## src/rtl/mem_copy_engine_if.sv

```systemverilog
// Memory-side bus of the copy engine: combinational ROM read port plus a
// single-port RAM with one-cycle read latency.
interface mem_copy_engine_if #(
  parameter int NUM_RAM_ADDRESS = 256,
  parameter int NUM_ROM_ADDRESS = 256
);
  localparam int RAW = $clog2(NUM_RAM_ADDRESS);
  localparam int ROW = $clog2(NUM_ROM_ADDRESS);

  logic [ROW-1:0] rom_address;
  logic [31:0]    rom_data;
  logic [RAW-1:0] ram_address;
  logic           ram_enable;
  logic           ram_write;
  logic [31:0]    ram_wdata;
  logic [31:0]    ram_rdata;

  modport master (
    output rom_address,
    output ram_address,
    output ram_enable,
    output ram_write,
    output ram_wdata,
    input  rom_data,
    input  ram_rdata
  );

  modport slave (
    input  rom_address,
    input  ram_address,
    input  ram_enable,
    input  ram_write,
    input  ram_wdata,
    output rom_data,
    output ram_rdata
  );
endinterface

```

## src/rtl/mem_copy_engine.sv

```systemverilog
// Copies a block of ROM words into RAM, optionally reading each word back and
// aborting on the first mismatch.
module mem_copy_engine #(
  parameter int NUM_RAM_ADDRESS = 256,
  parameter int NUM_ROM_ADDRESS = 256,
  localparam int RAW = $clog2(NUM_RAM_ADDRESS),
  localparam int ROW = $clog2(NUM_ROM_ADDRESS)
) (
  input  logic                clk,
  input  logic                reset,
  input  logic                start,
  input  logic [ROW-1:0]      src_base,
  input  logic [RAW-1:0]      dst_base,
  input  logic [ROW:0]        length,
  input  logic                verify_en,
  mem_copy_engine_if.master   mem,
  output logic                busy,
  output logic                done,
  output logic                error,
  output logic [RAW-1:0]      err_addr
);

  localparam logic [ROW-1:0] SRC_ONE  = ROW'(1);
  localparam logic [RAW-1:0] DST_ONE  = RAW'(1);
  localparam logic [ROW:0]   CNT_ONE  = (ROW+1)'(1);
  localparam logic [ROW-1:0] SRC_LAST = ROW'(NUM_ROM_ADDRESS - 1);
  localparam logic [RAW-1:0] DST_LAST = RAW'(NUM_RAM_ADDRESS - 1);

  typedef enum logic [2:0] {IDLE, READ, WRITE, VREAD, VCHECK, DONE} state_t;

  state_t         state_reg, state_next;
  logic [ROW-1:0] src_reg;
  logic [RAW-1:0] dst_reg;
  logic [ROW:0]   len_reg;
  logic [ROW:0]   count_reg;
  logic           verify_reg;
  logic [31:0]    data_reg;
  logic           error_reg;
  logic [RAW-1:0] err_addr_reg;

  logic           last_word;
  logic           mismatch;
  logic           step;

  assign last_word = (count_reg + CNT_ONE) == len_reg;
  assign mismatch  = mem.ram_rdata != data_reg;

  always_ff @(posedge clk) begin
    if (reset) begin
      state_reg <= IDLE;
    end else begin
      state_reg <= state_next;
    end
  end

  // step marks the return to READ for the next word (addresses advance)
  always_comb begin
    state_next     = state_reg;
    mem.ram_enable = 1'b0;
    mem.ram_write  = 1'b0;
    step           = 1'b0;
    case (state_reg)
      IDLE: begin
        if (start) begin
          state_next = (length == '0) ? DONE : READ;
        end
      end
      READ: state_next = WRITE;
      WRITE: begin
        mem.ram_enable = 1'b1;
        mem.ram_write  = 1'b1;
        if (verify_reg) begin
          state_next = VREAD;
        end else if (last_word) begin
          state_next = DONE;
        end else begin
          state_next = READ;
          step       = 1'b1;
        end
      end
      VREAD: begin
        mem.ram_enable = 1'b1;
        state_next     = VCHECK;
      end
      VCHECK: begin
        if (mismatch || last_word) begin
          state_next = DONE;
        end else begin
          state_next = READ;
          step       = 1'b1;
        end
      end
      DONE:    state_next = IDLE;
      default: state_next = IDLE;
    endcase
  end

  always_ff @(posedge clk) begin
    if (reset) begin
      src_reg      <= '0;
      dst_reg      <= '0;
      len_reg      <= '0;
      count_reg    <= '0;
      verify_reg   <= 1'b0;
      data_reg     <= '0;
      error_reg    <= 1'b0;
      err_addr_reg <= '0;
    end else begin
      if (state_reg == IDLE && start) begin
        error_reg <= 1'b0;
        if (length != '0) begin
          src_reg      <= src_base;
          dst_reg      <= dst_base;
          len_reg      <= length;
          count_reg    <= '0;
          verify_reg   <= verify_en;
          err_addr_reg <= '0;
        end
      end
      if (state_reg == READ) begin
        data_reg <= mem.rom_data;
      end
      if (state_reg == VCHECK && mismatch) begin
        error_reg    <= 1'b1;
        err_addr_reg <= dst_reg;
      end
      // Non-power-of-two depths still wrap to address 0
      if (step) begin
        src_reg   <= (src_reg == SRC_LAST) ? '0 : src_reg + SRC_ONE;
        dst_reg   <= (dst_reg == DST_LAST) ? '0 : dst_reg + DST_ONE;
        count_reg <= count_reg + CNT_ONE;
      end
    end
  end

  assign mem.rom_address = src_reg;
  assign mem.ram_address = dst_reg;
  assign mem.ram_wdata   = data_reg;
  assign busy            = state_reg != IDLE;
  assign done            = state_reg == DONE;
  assign error           = error_reg;
  assign err_addr        = err_addr_reg;

endmodule

```

## src/flat_wrapper.sv

```systemverilog
// flat-port wrapper written by rule: the top's interface ports become plain ports
module mem_copy_engine_flat 
#(
  parameter int NUM_RAM_ADDRESS = 256,
  parameter int NUM_ROM_ADDRESS = 256,
  localparam int RAW = $clog2(NUM_RAM_ADDRESS),
  localparam int ROW = $clog2(NUM_ROM_ADDRESS)
)
  (clk, reset, start, src_base, dst_base, length, verify_en, busy, done, error, err_addr, mem_rom_address, mem_ram_address, mem_ram_enable, mem_ram_write, mem_ram_wdata, mem_rom_data, mem_ram_rdata);
  mem_copy_engine_if #(.NUM_RAM_ADDRESS(NUM_RAM_ADDRESS), .NUM_ROM_ADDRESS(NUM_ROM_ADDRESS)) mem_i ();
  input  logic clk;
  input  logic reset;
  input  logic start;
  input  logic [ROW-1:0] src_base;
  input  logic [RAW-1:0] dst_base;
  input  logic [ROW:0] length;
  input  logic verify_en;
  output logic busy;
  output logic done;
  output logic error;
  output logic [RAW-1:0] err_addr;
  output wire logic [$bits(mem_i.rom_address)-1:0] mem_rom_address;
  output wire logic [$bits(mem_i.ram_address)-1:0] mem_ram_address;
  output wire logic [$bits(mem_i.ram_enable)-1:0] mem_ram_enable;
  output wire logic [$bits(mem_i.ram_write)-1:0] mem_ram_write;
  output wire logic [$bits(mem_i.ram_wdata)-1:0] mem_ram_wdata;
  input wire logic [$bits(mem_i.rom_data)-1:0] mem_rom_data;
  input wire logic [$bits(mem_i.ram_rdata)-1:0] mem_ram_rdata;
  assign mem_rom_address = mem_i.rom_address;
  assign mem_ram_address = mem_i.ram_address;
  assign mem_ram_enable = mem_i.ram_enable;
  assign mem_ram_write = mem_i.ram_write;
  assign mem_ram_wdata = mem_i.ram_wdata;
  assign mem_i.rom_data = mem_rom_data;
  assign mem_i.ram_rdata = mem_ram_rdata;
  mem_copy_engine #(.NUM_RAM_ADDRESS(NUM_RAM_ADDRESS), .NUM_ROM_ADDRESS(NUM_ROM_ADDRESS)) u_core (.clk(clk), .reset(reset), .start(start), .src_base(src_base), .dst_base(dst_base), .length(length), .verify_en(verify_en), .mem(mem_i), .busy(busy), .done(done), .error(error), .err_addr(err_addr));
endmodule
```

## config.mk

```make
export PLATFORM = sky130hd
export DESIGN_NAME = mem_copy_engine_flat
export DESIGN_NICKNAME = d
export VERILOG_FILES = /design/src/rtl/mem_copy_engine_if.sv /design/src/rtl/mem_copy_engine.sv /design/src/flat_wrapper.sv
export SDC_FILE = /design/constraint.sdc
export NUM_CORES = 1
export LEC_CHECK = 0
export CELL_PAD_IN_SITES_DETAIL_PLACEMENT = 1
export CELL_PAD_IN_SITES_GLOBAL_PLACEMENT = 1
export CORE_MARGIN = 4
export CORE_UTILIZATION = 35
export CTS_BUF_LIST = sky130_fd_sc_hd__clkbuf_16
export DETAILED_ROUTE_END_ITERATION = 12
export GPL_TIMING_DRIVEN = 0
export PLACE_DENSITY_LB_ADDON = 0.1
export SYNTH_ARGS = -nofsm -noshare
export SYNTH_HDL_FRONTEND = slang
export SYNTH_SLANG_ARGS = --single-unit
```

## constraint.sdc

```tcl
create_clock -name clk -period 6.5 [get_ports clk]
set_input_delay 1.3 -clock clk [delete_from_list [all_inputs] [get_ports clk]]
set_output_delay 1.3 -clock clk [all_outputs]
set_load 0.05 [all_outputs]
```

==> results.py <==
metrics = {
    "die": {
        "die_h_um": 118.2,
        "ioPinCount": 154,
        "core_area_um2": 11660,
        "start_util_pct": 36.46,
        "rows": 39,
        "dieArea_um2": 13970,
        "die_x_um": 118.2,
    },
    "finish": {
        "largest_reg_flops": 32,
        "drive_gt1_share_pct": 4.280,
        "mostFrequentLayoutCells": "clkdlybuf4s50_1 (153), nand2_1 (103), dfxtp_1 (79)",
        "syn_to_final_growth_pct": 45.94,
        "final_common_cell": "clkdlybuf4s50_1",
        "layout.cells.non_filler": 844,
        "diodes": 0,
        "nNetsFinal": 795,
    },
    "clock_network": {
        "cts_buffers": 9,
        "cts_sinks": 79,
        "post_cts_resized": 0,
        "cts_tree": "built",
        "clock_latency_ps": 340,
        "cts_buffer_depth": 2,
        "cts_hold_buffers": 0,
        "cts_htree_levels": 3,
        "clk_pin_slew_worst_paths_ps": 60,
        "ctsRootBufferMaster": "clkbuf_16",
        "postCtsSetupBuffers": 0,
    },
    "worst_setup_path": {
        "worst_path_max_delay_cell": "o32ai_2",
        "r2r_setup_slack_ps": 3150,
        "path_cells": "clkdlybuf4s50_1, xor2_1, nor4_1, nand4_1, o32ai_2, clkbuf_1, o211ai_1, o21ai_0",
        "path_buf_inv": 2,
        "required_ps": 6760,
        "cp-end-kind": "flop",
        "worstPathMaxFanout": 10,
        "worstSetupPathType": "in -> reg",
        "slowest_delay_ps": 840,
        "cp_top_family": "simple AND/OR/NAND/NOR gates",
        "critPathArrivalTime_ps": 4640,
        "critical_path.startpoint_type": "input pin",
    },
    "sta": {
        "min_period_over_period_pct": 67.37,
        "slew-limit-headroom_pct": 43.91,
        "fmax_ghz": 0.2284,
        "clock_skew_ps": 5.767,
        "rsz0062_at_grt": "no",
        "setup_violations": 0,
        "setup_ws_ps": 2121,
        "tns_ps": 0,
        "period_needed_ps": 4379,
        "worst_pin_slew_ps": 837.5,
        "finalMaxSlewViolations": 0,
        "finalHoldViolations": 0,
    },
    "pwr": {
        "leakage_nw": 2.230,
        "ir_worst_vdd_mv": 0.1620,
        "totalPowerFinal_mw": 1.334,
        "powerDensity_nw_per_um2": 215.0,
    },
    "synth": {
        "synth_fp_nets": 631,
        "yosysUniqueCellTypes": 56,
        "synth_edf_count": 0,
        "synthTopCellsByArea": "dfxtp_1 (37%), nand2_1 (9.1%), xor2_1 (8.2%)",
        "synth_top_area_cell": "dfxtp_1",
        "synth_flop_cell": "dfxtp_1",
        "synth_area_per_cell_um2": 7.947,
        "ys_seq_elements": 79,
        "ys_warn_count": 0,
        "synth_area_um2": 4252,
        "synth_top_area_share_pct": 37.20,
        "async_flop_share_pct": 0,
        "synth_cells": 535,
        "ys_seq_area_share_pct": 37.20,
    },
    "detailed_routing": {
        "via_per_inst": 5.556,
        "vias": 4689,
        "route.detailed.drc": 0,
        "routed_wl_um": 16790,
        "avgRoutedWirePerCell_um": 19.90,
        "firstDrtPassIters": 4,
        "drtIter0Drc": 297,
        "ant_nets": 0,
    },
    "min_path": {
        "hp-class": "reg -> reg",
    },
    "global_routing": {
        "grt_max_degree": 12,
        "antenna_found_initial": 0,
        "grt_overflow_total": 0,
        "grt_use_total_pct": 23.75,
        "grt_pass1_vias": 5039,
        "grt_pass1_wl_um": 26850,
    },
    "placement": {
        "dpl_worst_slack_ps": 1777,
        "port-buffer-count": 153,
        "place_hpwl_um": 12750,
        "place_inst": 831,
        "gp_congestion": 0.8378,
    },
    "run_status": {
        "outcome": "finished, final reports clean",
    },
    "job": {
        "maxCapViolations": 0,
    },
}
final timing paths:
kind	start	to	depth (start not counted)
worst max register to register	u_core.mem.ram_wdata[3]	u_core.count_reg[3]	7
worst max-delay path	mem_ram_rdata[3]	u_core.count_reg[3]	8
worst min-delay path	u_core.len_reg[8]	u_core.len_reg[8]	2
worst min register to register	u_core.len_reg[8]	u_core.len_reg[8]	2
per-layer routing:
metal / routed length (um) / vias to the layer above / track usage, %
met4: 406 / 0 / 8.059
li1: - / 2239 / -
met5: 0 / - / 0
met1: 6816 / 2268 / 28.20
met3: 1338 / 29 / 7.402
met2: 8231 / 153 / 40.69
area by class of cell:
| class | count | area (um2) |
|---|---|---|
| clock inverter | 4 | 17.52 |
| inverter | 5 | 18.77 |
| sequential | 79 | 1582 |
| fill | 1422 | 5458 |
| clock buffer | 9 | 225.2 |
| tap | 143 | 178.9 |
| buffer | 36 | 158.9 |
| multi-input combinational | 415 | 2492 |
| timing repair buffer | 153 | 1531 |
Yosys cell counts (6+ instances only):
library cell / count
and3_1: 7
a21oi_1: 55
nor3_1: 13
xor2_1: 40
a311oi_1: 8
nor3b_1: 6
or4_1: 6
nand2_1: 103
nand3_1: 21
and2_1: 7
nor4_1: 12
xnor2_1: 7
o211ai_1: 19
dfxtp_1: 79
o21ai_0: 18
clkbuf_1: 29
nor2_1: 22
nand2b_1: 16
per-stage QoR:
stage	util, %	instance area [um2]	hold WS (ps)
after global routing	53.20	6205	491.6
after CTS	53.20	6205	475.4
after floorplan	-	4252	448.1
after detailed placement	51.12	5962	463.1
after global placement	51.12	5962	451.8
final	53.20	6205	476.1
logic make-up after synthesis:
| logic type | count (synthesis) | share of synthesized area [%] |
|---|---|---|
| multiplexers | 2 | 0.5297 |
| AND/OR/NAND/NOR | 235 | 27.52 |
| AO/OA/AOI/OAI | 128 | 20.01 |
| XOR/XNOR | 47 | 9.682 |
| adder cells (fa/ha/maj) | 3 | 0.8830 |
| buffers and inverters | 41 | 4.179 |
| flip-flops | 79 | 37.20 |
worst reg2reg max path, stage by stage (launching register included):
cell	delay [ps]
dfxtp_1	330
xor2_1	160
nor4_1	620
nand4_1	540
o32ai_2	840
clkbuf_1	490
o211ai_1	170
o21ai_0	120
where the power goes:
group | total (mW) | switching (mW) | leakage, nW | internal, mW
sequential | 0.544 | 0.0329 | 0.644 | 0.511
clock | 0.448 | 0.199 | 0.126 | 0.248
combinational | 0.342 | 0.204 | 1.46 | 0.138
total | 1.33 | 0.436 | 2.23 | 0.897
No activity file was read; power rests on OpenSTA's default activity.
